[src/rtl/ahblite_led_ctrl_pkg.sv]
// Shared definitions for the AHB-Lite LED controller: register word offsets
// and the AHB transfer encodings the slave decodes.
package ahblite_led_ctrl_pkg;

    localparam logic [2:0] LED_DATA   = 3'd0;
    localparam logic [2:0] LED_SET    = 3'd1;
    localparam logic [2:0] LED_CLR    = 3'd2;
    localparam logic [2:0] LED_MODE   = 3'd3;
    localparam logic [2:0] LED_PERIOD = 3'd4;
    localparam logic [2:0] LED_STATUS = 3'd5;

    localparam logic [1:0] HTRANS_IDLE   = 2'b00;
    localparam logic [1:0] HTRANS_BUSY   = 2'b01;
    localparam logic [1:0] HTRANS_NONSEQ = 2'b10;
    localparam logic [1:0] HTRANS_SEQ    = 2'b11;

    localparam logic [2:0] HSIZE_BYTE = 3'b000;
    localparam logic [2:0] HSIZE_HALF = 3'b001;
    localparam logic [2:0] HSIZE_WORD = 3'b010;

endpackage

[src/rtl/ahblite_led_ctrl_prescaler.sv]
// Blink prescaler: free-running counter that toggles the blink phase each
// time it reaches the programmed period; period 0 holds the phase lit.
module led_blink_prescaler #(
    parameter int unsigned PRESC_W = 24
) (
    input  logic               clk,
    input  logic               reset,
    input  logic [PRESC_W-1:0] period,
    input  logic               reload,
    output logic               phase
);

    localparam logic [PRESC_W-1:0] CNT_ONE = PRESC_W'(1);

    logic [PRESC_W-1:0] cnt;

    // Reload on a PERIOD write outranks the wrap so the new period starts clean.
    always_ff @(posedge clk) begin
        if (reset || reload || period == '0) begin
            cnt   <= '0;
            phase <= 1'b1;
        end else if (cnt == period) begin
            cnt   <= '0;
            phase <= ~phase;
        end else begin
            cnt <= cnt + CNT_ONE;
        end
    end

endmodule

[src/rtl/ahblite_led_ctrl.sv]
// AHB-Lite slave for a bank of board LEDs: data, atomic set/clear,
// per-channel blink mode and a programmable blink period.
module ahblite_led_ctrl
    import ahblite_led_ctrl_pkg::*;
#(
    parameter int unsigned NUM_LEDS   = 8,
    parameter int unsigned PRESC_W    = 24,
    parameter int unsigned RST_PERIOD = 0
) (
    input  logic                HCLK,
    input  logic                HRESET,
    input  logic                HSEL,
    input  logic [31:0]         HADDR,
    input  logic [1:0]          HTRANS,
    input  logic                HWRITE,
    input  logic [2:0]          HSIZE,
    input  logic [31:0]         HWDATA,
    input  logic                HREADY,
    output logic [31:0]         HRDATA,
    output logic                HREADYOUT,
    output logic                HRESP,
    output logic [NUM_LEDS-1:0] LED
);

    logic                accept;
    logic                dp_valid;
    logic                dp_write;
    logic                dp_size_ok;
    logic [2:0]          dp_addr;
    logic                wr_en;
    logic                period_wr;
    logic [NUM_LEDS-1:0] wbits;
    logic [NUM_LEDS-1:0] data_r;
    logic [NUM_LEDS-1:0] mode_r;
    logic [NUM_LEDS-1:0] led_r;
    logic [PRESC_W-1:0]  period_r;
    logic                phase;
    logic [31:0]         rdata;
    logic                unused_bits;

    assign accept = HSEL && HREADY &&
                    (HTRANS == HTRANS_NONSEQ || HTRANS == HTRANS_SEQ);

    always_ff @(posedge HCLK) begin
        if (HRESET) begin
            dp_valid   <= 1'b0;
            dp_write   <= 1'b0;
            dp_size_ok <= 1'b0;
            dp_addr    <= '0;
        end else if (HREADY) begin
            dp_valid   <= accept;
            dp_write   <= HWRITE;
            dp_size_ok <= (HSIZE == HSIZE_WORD);
            dp_addr    <= HADDR[4:2];
        end
    end

    assign wr_en     = dp_valid && dp_write && dp_size_ok;
    assign period_wr = wr_en && (dp_addr == LED_PERIOD);
    assign wbits     = HWDATA[NUM_LEDS-1:0];

    always_ff @(posedge HCLK) begin
        if (HRESET) begin
            data_r   <= '0;
            mode_r   <= '0;
            period_r <= PRESC_W'(RST_PERIOD);
        end else if (wr_en) begin
            case (dp_addr)
                LED_DATA:   data_r   <= wbits;
                LED_SET:    data_r   <= data_r | wbits;
                LED_CLR:    data_r   <= data_r & ~wbits;
                LED_MODE:   mode_r   <= wbits;
                LED_PERIOD: period_r <= HWDATA[PRESC_W-1:0];
                default:    ;
            endcase
        end
    end

    led_blink_prescaler #(
        .PRESC_W (PRESC_W)
    ) u_prescaler (
        .clk    (HCLK),
        .reset  (HRESET),
        .period (period_r),
        .reload (period_wr),
        .phase  (phase)
    );

    // Read mux uses live register state, so a read right after a write sees the new value.
    always_comb begin
        rdata = '0;
        if (dp_valid && !dp_write) begin
            case (dp_addr)
                LED_DATA:   rdata[NUM_LEDS-1:0] = data_r;
                LED_MODE:   rdata[NUM_LEDS-1:0] = mode_r;
                LED_PERIOD: rdata[PRESC_W-1:0]  = period_r;
                LED_STATUS: rdata[0]            = phase;
                default:    rdata = '0;
            endcase
        end
    end

    always_ff @(posedge HCLK) begin
        if (HRESET) begin
            led_r <= '0;
        end else begin
            led_r <= data_r & (~mode_r | {NUM_LEDS{phase}});
        end
    end

    assign unused_bits = ^{HADDR[31:5], HADDR[1:0], HWDATA};

    assign HRDATA    = rdata;
    assign HREADYOUT = 1'b1;
    assign HRESP     = 1'b0;
    assign LED       = led_r;

endmodule

[config.mk]
export PLATFORM = sky130hd
export DESIGN_NAME = ahblite_led_ctrl
export DESIGN_NICKNAME = d
export VERILOG_FILES = /design/src/rtl/ahblite_led_ctrl_pkg.sv /design/src/rtl/ahblite_led_ctrl_prescaler.sv /design/src/rtl/ahblite_led_ctrl.sv
export SDC_FILE = /design/constraint.sdc
export NUM_CORES = 1
export LEC_CHECK = 0
export BUFFER_PORTS_ARGS = -buffer_cell sky130_fd_sc_hd__buf_2
export CAP_MARGIN = 20
export CORE_AREA = 4 4 91 93
export DETAILED_ROUTE_END_ITERATION = 7
export DIE_AREA = 0 0 95 97
export PLACE_DENSITY_LB_ADDON = 0.12
export REMOVE_ABC_BUFFERS = 1
export SYNTH_ARGS = -nofsm -noshare
export SYNTH_HDL_FRONTEND = slang
export SYNTH_HIERARCHICAL = 1
export SYNTH_SLANG_ARGS = --single-unit
[constraint.sdc]
create_clock -name HCLK -period 2.9 [get_ports HCLK]
set_clock_uncertainty 0.1 [all_clocks]
set_input_delay 0.145 -clock HCLK [delete_from_list [all_inputs] [get_ports HCLK]]
set_output_delay 0.145 -clock HCLK [all_outputs]
set_load 0.01 [all_outputs]
* After elaboration in Yosys (flattened, before gate mapping) *
Index checks and enable logic that the tools add are counted.

word-level totals
  register bits after elaboration = 79
  input bits = 74
  output and inout port bits = 42
  word-level logic and storage cells = 49

cells by class
  add/sub/neg operators = 1
  eq/ne operators = 9
  muxes and demuxes = 5
  bitwise operators = 7
  reduce and logical (&&, ||, !) cells = 17

operators with widths
  operator                                       number
  adder 24 x 1 -> 24 bit, second input constant  1
  == test 24 bit                                 1
  logical NOT 24 bit                             1
  2-to-1 mux 24 bit                              1
  one-hot mux 8 bit (3 select lines)             1
  one-hot mux 7 bit (3 select lines)             1
  bitwise AND 8 bit                              2
  2-to-1 mux 16 bit                              1
  inverter 8 bit                                 2
  bitwise OR 8 bit                               2
  == test 3 x 2 -> 1 bit, second input constant  3
  == test 3 bit, second input constant           2
  logical AND 1 bit                              6
  AND reduction 2 bit                            3
  == test 2 bit, second input constant           2
  one-hot mux 1 bit (4 select lines)             1
  == test 3 x 1 -> 1 bit, second input constant  1
  logical NOT 3 bit                              1
  logical OR 1 bit                               3
  nonzero test 3 bit                             1
  OR reduction 2 bit                             1
  logical NOT 1 bit                              1
  inverter 1 bit                                 1

* Depth between registers and ports, before layout *
Gate-level depths: netlist of the first run.

  word-level depth = 6
  gate-level depth with buffers = 9
  gate-level depth less buffers = 6

* By module *
Netlist of the first run, hierarchy kept.

by module, submodules not included
  module               times used  cells each  area an instance (µm²)  sequential area each (µm²)
  ahblite_led_ctrl     1           301         2675.1                  1081.0
  led_blink_prescaler  1           160         1387.6                  500.5

* Least setup slack after synthesis of the first run *
OpenSTA, ideal clock, no wires.

  path kind = flip-flop to flip-flop
  start = register dp_addr[1]
  end = register u_prescaler.cnt[9]
  setup time = 0.064 ns
  arrival = 1.661 ns
  required time = 2.736 ns
  setup slack = 1.075 ns
  cell stages (with the launch flop) = 9
  path through = dfxtp_1 > nor3b_4 > and4_4 > buf_12 > buf_12 > a311oi_1 > o21ai_2 > buf_6 > nor2_1

between the ends
  cells in the longest elaborated chain, start to end = 5

ends and longest elaborated chain
  element                              RTL line                          RTL
  from (decl)                          ahblite_led_ctrl.sv:29            logic [2:0] dp_addr;
  from (signal assigned)               ahblite_led_ctrl.sv:54            dp_addr <= HADDR[4:2];
  == test 3 bit                        ahblite_led_ctrl.sv:59            assign period_wr = wr_en && (dp_addr == LED_PERIOD);
  logical AND 1 bit                    ahblite_led_ctrl.sv:59
  net period_wr                        ahblite_led_ctrl.sv:31            logic period_wr;
  logical OR 1 bit (2 in a row)        ahblite_led_ctrl_prescaler.sv:19  if (reset || reload || period == '0) begin
  OR reduction 2 bit (no source line)  -
  to (signal assigned)                 ahblite_led_ctrl_prescaler.sv:26  cnt <= cnt + CNT_ONE;
  to (decl)                            ahblite_led_ctrl_prescaler.sv:15  logic [PRESC_W-1:0] cnt;

The timed path passes the listed nets, and every way through them passes these cells.
A chain may end at the register's enable or synchronous reset.

* Worst setup path in the final report of the first run *
  start = register u_prescaler.cnt[15]
  end = register u_prescaler.cnt[17]

between the ends
  cells in the longest elaborated chain, start to end = 2
  elaborated cells between the ends (all ways) = 3
  classes of those cells = 1 x add/sub; 1 x eq/ne; 1 x reduce/logical

ends and longest elaborated chain
  element
  branches (longest 2 deep; another with adder 24 x 1 -> 24 bit)

Several ways; the timed one is not identified.

==> flow_summary.toml, run 1 <==
[outcome]
run_status = "finished, final reports clean"

[grt]
first_global_vias = 3230
antenna_found_initial = 0
grt_overflow_total = 0
grt_first_pass_wirelength_microns = 15640
grt_max_degree = 39
grt_util_all_layers = 0.2127

[synth]
synth_cells = 461
synth.yosys.warnings = 6
synth_seq_cells = 79
synth.distinct_cells = 44
synthFlopType = "dfxtp_1"
synth.top_cells.by_count = "79 x dfxtp_1, 58 x nand2b_1, 40 x xor2_1"
synth_top_area_cell = "dfxtp_1"
post-synth-top-area-fraction = 0.3893
synthMostInstantiatedCell = "dfxtp_1"
synth_edf_count = 0
async_flop_share = 0
syn_area_per_cell_sq_um = 8.813
yosysSeqAreaShare = 0.3893
post_synth_instance_area_sq_um = 4063
netlist_top_cells_area = "dfxtp_1 39%, nand2b_1 8.9%, xor2_1 8.6%"

[worst_setup_path]
slowest_stage = "o21ai_2"
timing.critical_path.max_delay_family = "simple AND/OR/NAND/NOR gates"
critical_path.startpoint = "u_prescaler/cnt[15]$_SDFF_PP0_"
worst_ep_arrival_time_ns = 2.65
crit_chain = "xor2_1, nor4_1, nand4_1, o21ai_2, nor2_1"
r2r_startpoint = "u_prescaler/cnt[15]$_SDFF_PP0_"
critical_path.endpoint_type = "flip-flop"
worst-path-max-fanout = 24
timing.reg2reg.setup_slack_ns = 0.36
critical_path.startpoint_type = "flip-flop"
critPathKind = "reg -> reg"
worst-path-buf-inv = 0
slowest_delay_ns = 0.84
required_ns = 3.01

[final_layout]
area.sequential_sq_um = 1582
nFillCells = 642
post_route_cells_drive_above_1_share = 0.1761
num-nets-final = 615
diodes = 0
layout-area-overhead-vs-synth_pct = 18.32
multi_input_comb_area_sq_um = 2245

[timing]
min_period_ns = 2.542
rsz0062_at_grt = "false"
fmaxAchievable_mhz = 393.3
final_max_slew_viol_count = 0
maxSlewHeadroom = 0.3446
timing.final.hold_violations = 0
setup_viol_count_final = 0
setup_total_negative_slack_ns = 0
worst_slew_pin_slew_ns = 0.9832
final_min_period_over_clock_period = 0.8767

[floorplan]
floorplan.rows = 32
die-width_microns = 95
floorplan.die.height_microns = 97
top_ports = 116
die_area_sq_um = 9215
floorplan.core_area_sq_um = 7527
initial_core_util = 0.5397

[hold_path]
timing.hold.worst.class = "in -> reg"
min-delay-start = "HWDATA[7]"

[clock_tree]
tritoncts = "done"
tritoncts_num_sinks = 79
clk_latency_ns = 0.36
cts_inserted_buffers = 9
cts_setup_buffers = 0
clock_path_buffers = 2
buffer_type_at_the_clock_tree_root = "clkbuf_8"
cts-htree-levels = 3
path_clk_slew_ns = 0.09

[place]
dpl.hpwl_microns = 6528
count_of_buffers_inserted_at_the_top_level_ports = 67
globalplace.congestion = 0.8893

[detailed_routing]
routed_wirelength_microns = 9731
final_antenna_net_count = 0
drt-pass1-iter-count = 5
route.detailed.vias_per_inst = 5.346
drc = 0
route.detailed.wl_per_inst_microns = 15.04
via_count = 3459
first_iter_violations = 113

[power_and_ir_drop]
leakage_nw = 2.042
report.power.total_mw = 2.163
pwr_density_cell_nw_per_um2 = 450.0
vdd.ir_drop.worst_mv = 0.2242

[job]
count_of_max_cap_constraint_violations = 0
==> cell usage in the layout (no fill, tap or decap), drive strengths merged <==
cell type / synthesis / routed
dfxtp: 79 / 79
buf: 20 / 72
nand2b: 58 / 58
xor2: 40 / 40
nor2: 33 / 33
nand3: 29 / 29
mux2i: 29 / 29
dlygate4sd3: 0 / 24
and3: 21 / 21
o21ai: 20 / 20
nor2b: 17 / 17
nand2: 16 / 16
nor4: 12 / 12
a21oi: 11 / 11
conb: 2 / 10
clkbuf: 16 / 10
nor3: 10 / 10
a31oi: 8 / 8
o22ai: 8 / 8
nand4: 7 / 7
xnor2: 5 / 5
inv: 3 / 5
or3: 3 / 3
and2: 2 / 2
bufinv: 0 / 2
and4: 2 / 2
nor4b: 2 / 2
or2: 2 / 2
clkinv: 0 / 2
nor3b: 1 / 1
and3b: 1 / 1
a21boi: 1 / 1
nand4b: 1 / 1
a311oi: 1 / 1
ha: 1 / 1
==> sequential cells by signal, indices dropped and copies added, names as in the netlist <==
register / cells
dp_write: 1
dp_size_ok: 1
dp_valid: 1
mode_r: 8
data_r: 8
u_prescaler/phase: 1
period_r: 24
LED: 8
u_prescaler/cnt: 24
dp_addr: 3
==> metrics by stage <==
stage,hold WS (ns),std cells,worst slack (ns),util,instance area (sq um)
final,0.02896,647,0.3576,0.6386,4807
after global routing,0.02949,647,0.2065,0.6386,4807
after CTS,0.01520,647,0.4316,0.6386,4807
after detailed placement,0.2880,607,0.5457,0.5763,4338
after global placement,0.2772,607,0.5658,0.5763,4338
after floorplan,0.1141,433,0.6999,-,3837
==> tightest hold or removal path, delay by kind of cell <==
kind            cells  cell delay [ns]
buf+inv             1             0.11
simple gates        1             0.12
compound gates      1             0.07
==> cells by family after synthesis <==
group	Yosys count	synth area share
xor+xnor	45	0.09701
buf+inv	39	0.06560
mux	29	0.07145
flops	79	0.3893
simple gates	217	0.3040
fa+ha+maj	1	0.003079
compound gates	49	0.06776
other cells	2	0.001849
==> power breakdown <==
group	switching, mW	internal [mW]	total [mW]
Clock	0.420	0.514	0.934
Combinational	0.0615	0.0676	0.129
Sequential	0.0119	1.09	1.10
==> what timing repair did <==
action | in CTS | in global routing
hold buffers | 24 | 0
resized for setup | 0 | 0
endpoints found under the hold margin | 22 | 0
setup endpoints to repair | 0 | 0
==> layout make-up <==
| type | instances | area share |
|---|---|---|
| clock inverters | 6 | 0.01900 |
| clock buffers | 10 | 0.02863 |
| multi-input cells | 351 | 0.4669 |
| flip-flops and latches | 79 | 0.3290 |
| repair buffers | 96 | 0.1275 |
| inverters | 3 | 0.002343 |
| well taps | 102 | 0.02655 |
==> final timing paths <==
path,end,depth (start not counted)
max,u_prescaler/cnt[17]$_SDFF_PP0_,5
min,mode_r[7]$_SDFFE_PP0P_,3
max reg2reg,u_prescaler/cnt[17]$_SDFF_PP0_,5
min reg2reg,LED[3]$_SDFF_PP0_,1
==> layer usage <==
layer,share of wire,track usage,up-vias
met5,0,0,-
met4,0.014,0.06992,0
met3,0.058,0.04199,11
met2,0.47,0.3319,97
met1,0.46,0.2922,1631
li1,-,-,1720
No activity file was read; power rests on OpenSTA's default activity.
==> inputs of run 2 (changes only) <==
--- a/config.mk
+++ b/config.mk
@@ -7,9 +7,10 @@
 export LEC_CHECK = 0
 export BUFFER_PORTS_ARGS = -buffer_cell sky130_fd_sc_hd__buf_2
 export CAP_MARGIN = 20
-export CORE_AREA = 4 4 91 93
+export CORE_AREA = 4 4 89 91
+export CTS_BUF_LIST = sky130_fd_sc_hd__clkbuf_4 sky130_fd_sc_hd__clkbuf_8
 export DETAILED_ROUTE_END_ITERATION = 7
-export DIE_AREA = 0 0 95 97
+export DIE_AREA = 0 0 93 95
 export PLACE_DENSITY_LB_ADDON = 0.12
 export REMOVE_ABC_BUFFERS = 1
 export SYNTH_ARGS = -nofsm -noshare
==> run 2 against run 1 <==
Effect of this change: global-route usage rose by 1.3 points; wire length down 0.16%; core utilization rose by 3.5 points; total power down 4.1%; largest power group unchanged; count of clock-buffer cells in the layout fell by 1; cell count is 0.15% higher; die area shrank 4.1%; hold slack got worse by 0.0032 ns; cell area about the same; sequential power about the same.
==> flow_summary.toml, run 2 (synthesis results as in run 1) <==
[worst_setup_path]
worst_r2r_path_depth = 6
critical_path.endpoint_type = "output port"
critical_path.startpoint_type = "flip-flop"
critPathKind = "reg -> out"
required_ns = 2.65
timing.reg2reg.setup_slack_ns = 0.90
r2r_startpoint = "dp_addr[1]$_SDFFE_PP0P_"
worst_ep_arrival_time_ns = 2.05
regToRegEndpoint = "u_prescaler/cnt[3]$_SDFF_PP0_"
worst-path-max-fanout = 17

[detailed_routing]
first_iter_violations = 221
final_antenna_net_count = 0
routed_wirelength_microns = 9715
route.detailed.vias_per_inst = 5.326
route.detailed.wl_per_inst_microns = 14.99
drc = 0
drt-pass1-iter-count = 5
via_count = 3451

[grt]
antenna_found_initial = 0
grt_overflow_total = 0
grt_first_pass_wirelength_microns = 15740
grt_util_all_layers = 0.2256
first_global_vias = 3284
grt_max_degree = 29

[floorplan]
floorplan.core_area_sq_um = 7137
die-width_microns = 93
floorplan.die.height_microns = 95
initial_core_util = 0.5692
top_ports = 116
die_area_sq_um = 8835
floorplan.rows = 31

[timing]
worst_slew_pin_slew_ns = 0.6298
setup_total_negative_slack_ns = 0
maxSlewHeadroom = 0.5773
postLayoutSetupSlackWorst_ns = 0.6012
final_max_slew_viol_count = 0
setup_viol_count_final = 0
rsz0062_at_grt = "false"
final_min_period_over_clock_period = 0.7927
min_period_ns = 2.299
fmaxAchievable_mhz = 435.0
timing.final.hold_violations = 0
hold_slack_ns = 0.02573

[hold_path]
timing.hold.worst.class = "in -> reg"
hold_depth = 3
hold_path_end = "period_r[5]$_SDFFE_PP0P_"
min-delay-start = "HWDATA[5]"

[power_and_ir_drop]
vdd.ir_drop.worst_mv = 0.2326
report.power.total_mw = 2.075
leakage_nw = 2.047
pwr_density_cell_nw_per_um2 = 431.3

[clock_tree]
cts-htree-levels = 3
cts_inserted_buffers = 9
buffer_type_at_the_clock_tree_root = "clkbuf_8"
tritoncts_num_sinks = 79
cts_setup_buffers = 0
path_clk_slew_ns = 0.09
clock_path_buffers = 2
tritoncts = "done"
clk_latency_ns = 0.37

[place]
dpl.hpwl_microns = 6652
place_worst_setup_slack_ns = 0.9286
count_of_buffers_inserted_at_the_top_level_ports = 67
place_inst = 607
postPlaceCellArea_sq_um = 4357
globalplace.congestion = 0.9087

[outcome]
run_status = "finished, final reports clean"

[final_layout]
layoutNonFillerInstCount = 648
layout.cells.most_common = "dfxtp_1"
area.sequential_sq_um = 1582
top_regs = "period_r x24, u_prescaler/cnt x24"
diodes = 0
finish.utilization = 0.6739
layout-area-overhead-vs-synth_pct = 18.39
post_route_cells_drive_above_1_share = 0.1803
layout_common_cells = "79 x dfxtp_1, 67 x buf_2, 58 x nand2b_1, 40 x xor2_1, 33 x nor2_1"
layout.cell_area.non_filler_sq_um = 4810
multi_input_comb_area_sq_um = 2245
num-nets-final = 619
nFillCells = 606

[job]
count_of_max_cap_constraint_violations = 0
==> run 2: cell types whose count changed in the layout (fill, tap and decap cells not counted) <==
| cell | delta |
|---|---|
| clkinv_4 | +2 |
| bufinv_16 | -1 |
| clkbuf_8 | -1 |
| buf_4 | +3 |
| dlygate4sd3_1 | +1 |
==> run 2: repair_timing <==
item | 4_1_cts | 5_1_grt
endpoints found under the setup margin | 0 | 0
hold buffers | 25 | 0
endpoints found under the hold margin | 23 | 0
gates resized for setup | 0 | 0
==> run 2: cell type report <==
type | count | area share
Clock buffer | 9 | 0.02575
Clock inverter | 7 | 0.01639
Inverter | 3 | 0.002341
Multi-Input combinational cell | 351 | 0.4667
Sequential cell | 79 | 0.3288
Tap cell | 99 | 0.02575
Timing Repair Buffer | 100 | 0.1342
==> run 2: metal layers <==
layer  track usage  share of wire  vias up
li1              -              -     1726
met1        0.2974           0.45     1596
met2        0.3653           0.47      117
met3       0.05100          0.070       12
met4       0.07814          0.013        0
met5             0              0        -
==> run 2: how the worst max path moves through the flow <==
stage / slack, ns / startpoint / cells past startpoint / endpoint
finish: 0.60 / dp_addr[1]$_SDFFE_PP0P_ / 4 / HRDATA[5]
global route: 0.44 / dp_addr[1]$_SDFFE_PP0P_ / 4 / HRDATA[5]
CTS: 0.62 / dp_addr[1]$_SDFFE_PP0P_ / 4 / HRDATA[5]
detailed placement: 0.93 / dp_addr[1]$_SDFFE_PP0P_ / 6 / u_prescaler/cnt[4]$_SDFF_PP0_
global placement: 0.99 / dp_addr[1]$_SDFFE_PP0P_ / 6 / u_prescaler/cnt[6]$_SDFF_PP0_
floorplan: 0.70 / dp_addr[0]$_SDFFE_PP0P_ / 5 / u_prescaler/cnt[10]$_SDFF_PP0_
==> run 2: report_power, final <==
group	internal [mW]	switching (mW)	leakage, nW	total (mW)
registers	1.09	0.0100	0.637	1.10
logic	0.0702	0.0638	1.31	0.134
clock network	0.406	0.436	0.104	0.843
total	1.56	0.510	2.05	2.07
==> run 2: critical path, stage by stage (launching register included) <==
cell	delay (ns)
dfxtp_1	0.70
nor2_1	0.14
o21ai_1	0.54
a31oi_1	0.12
buf_2	0.18
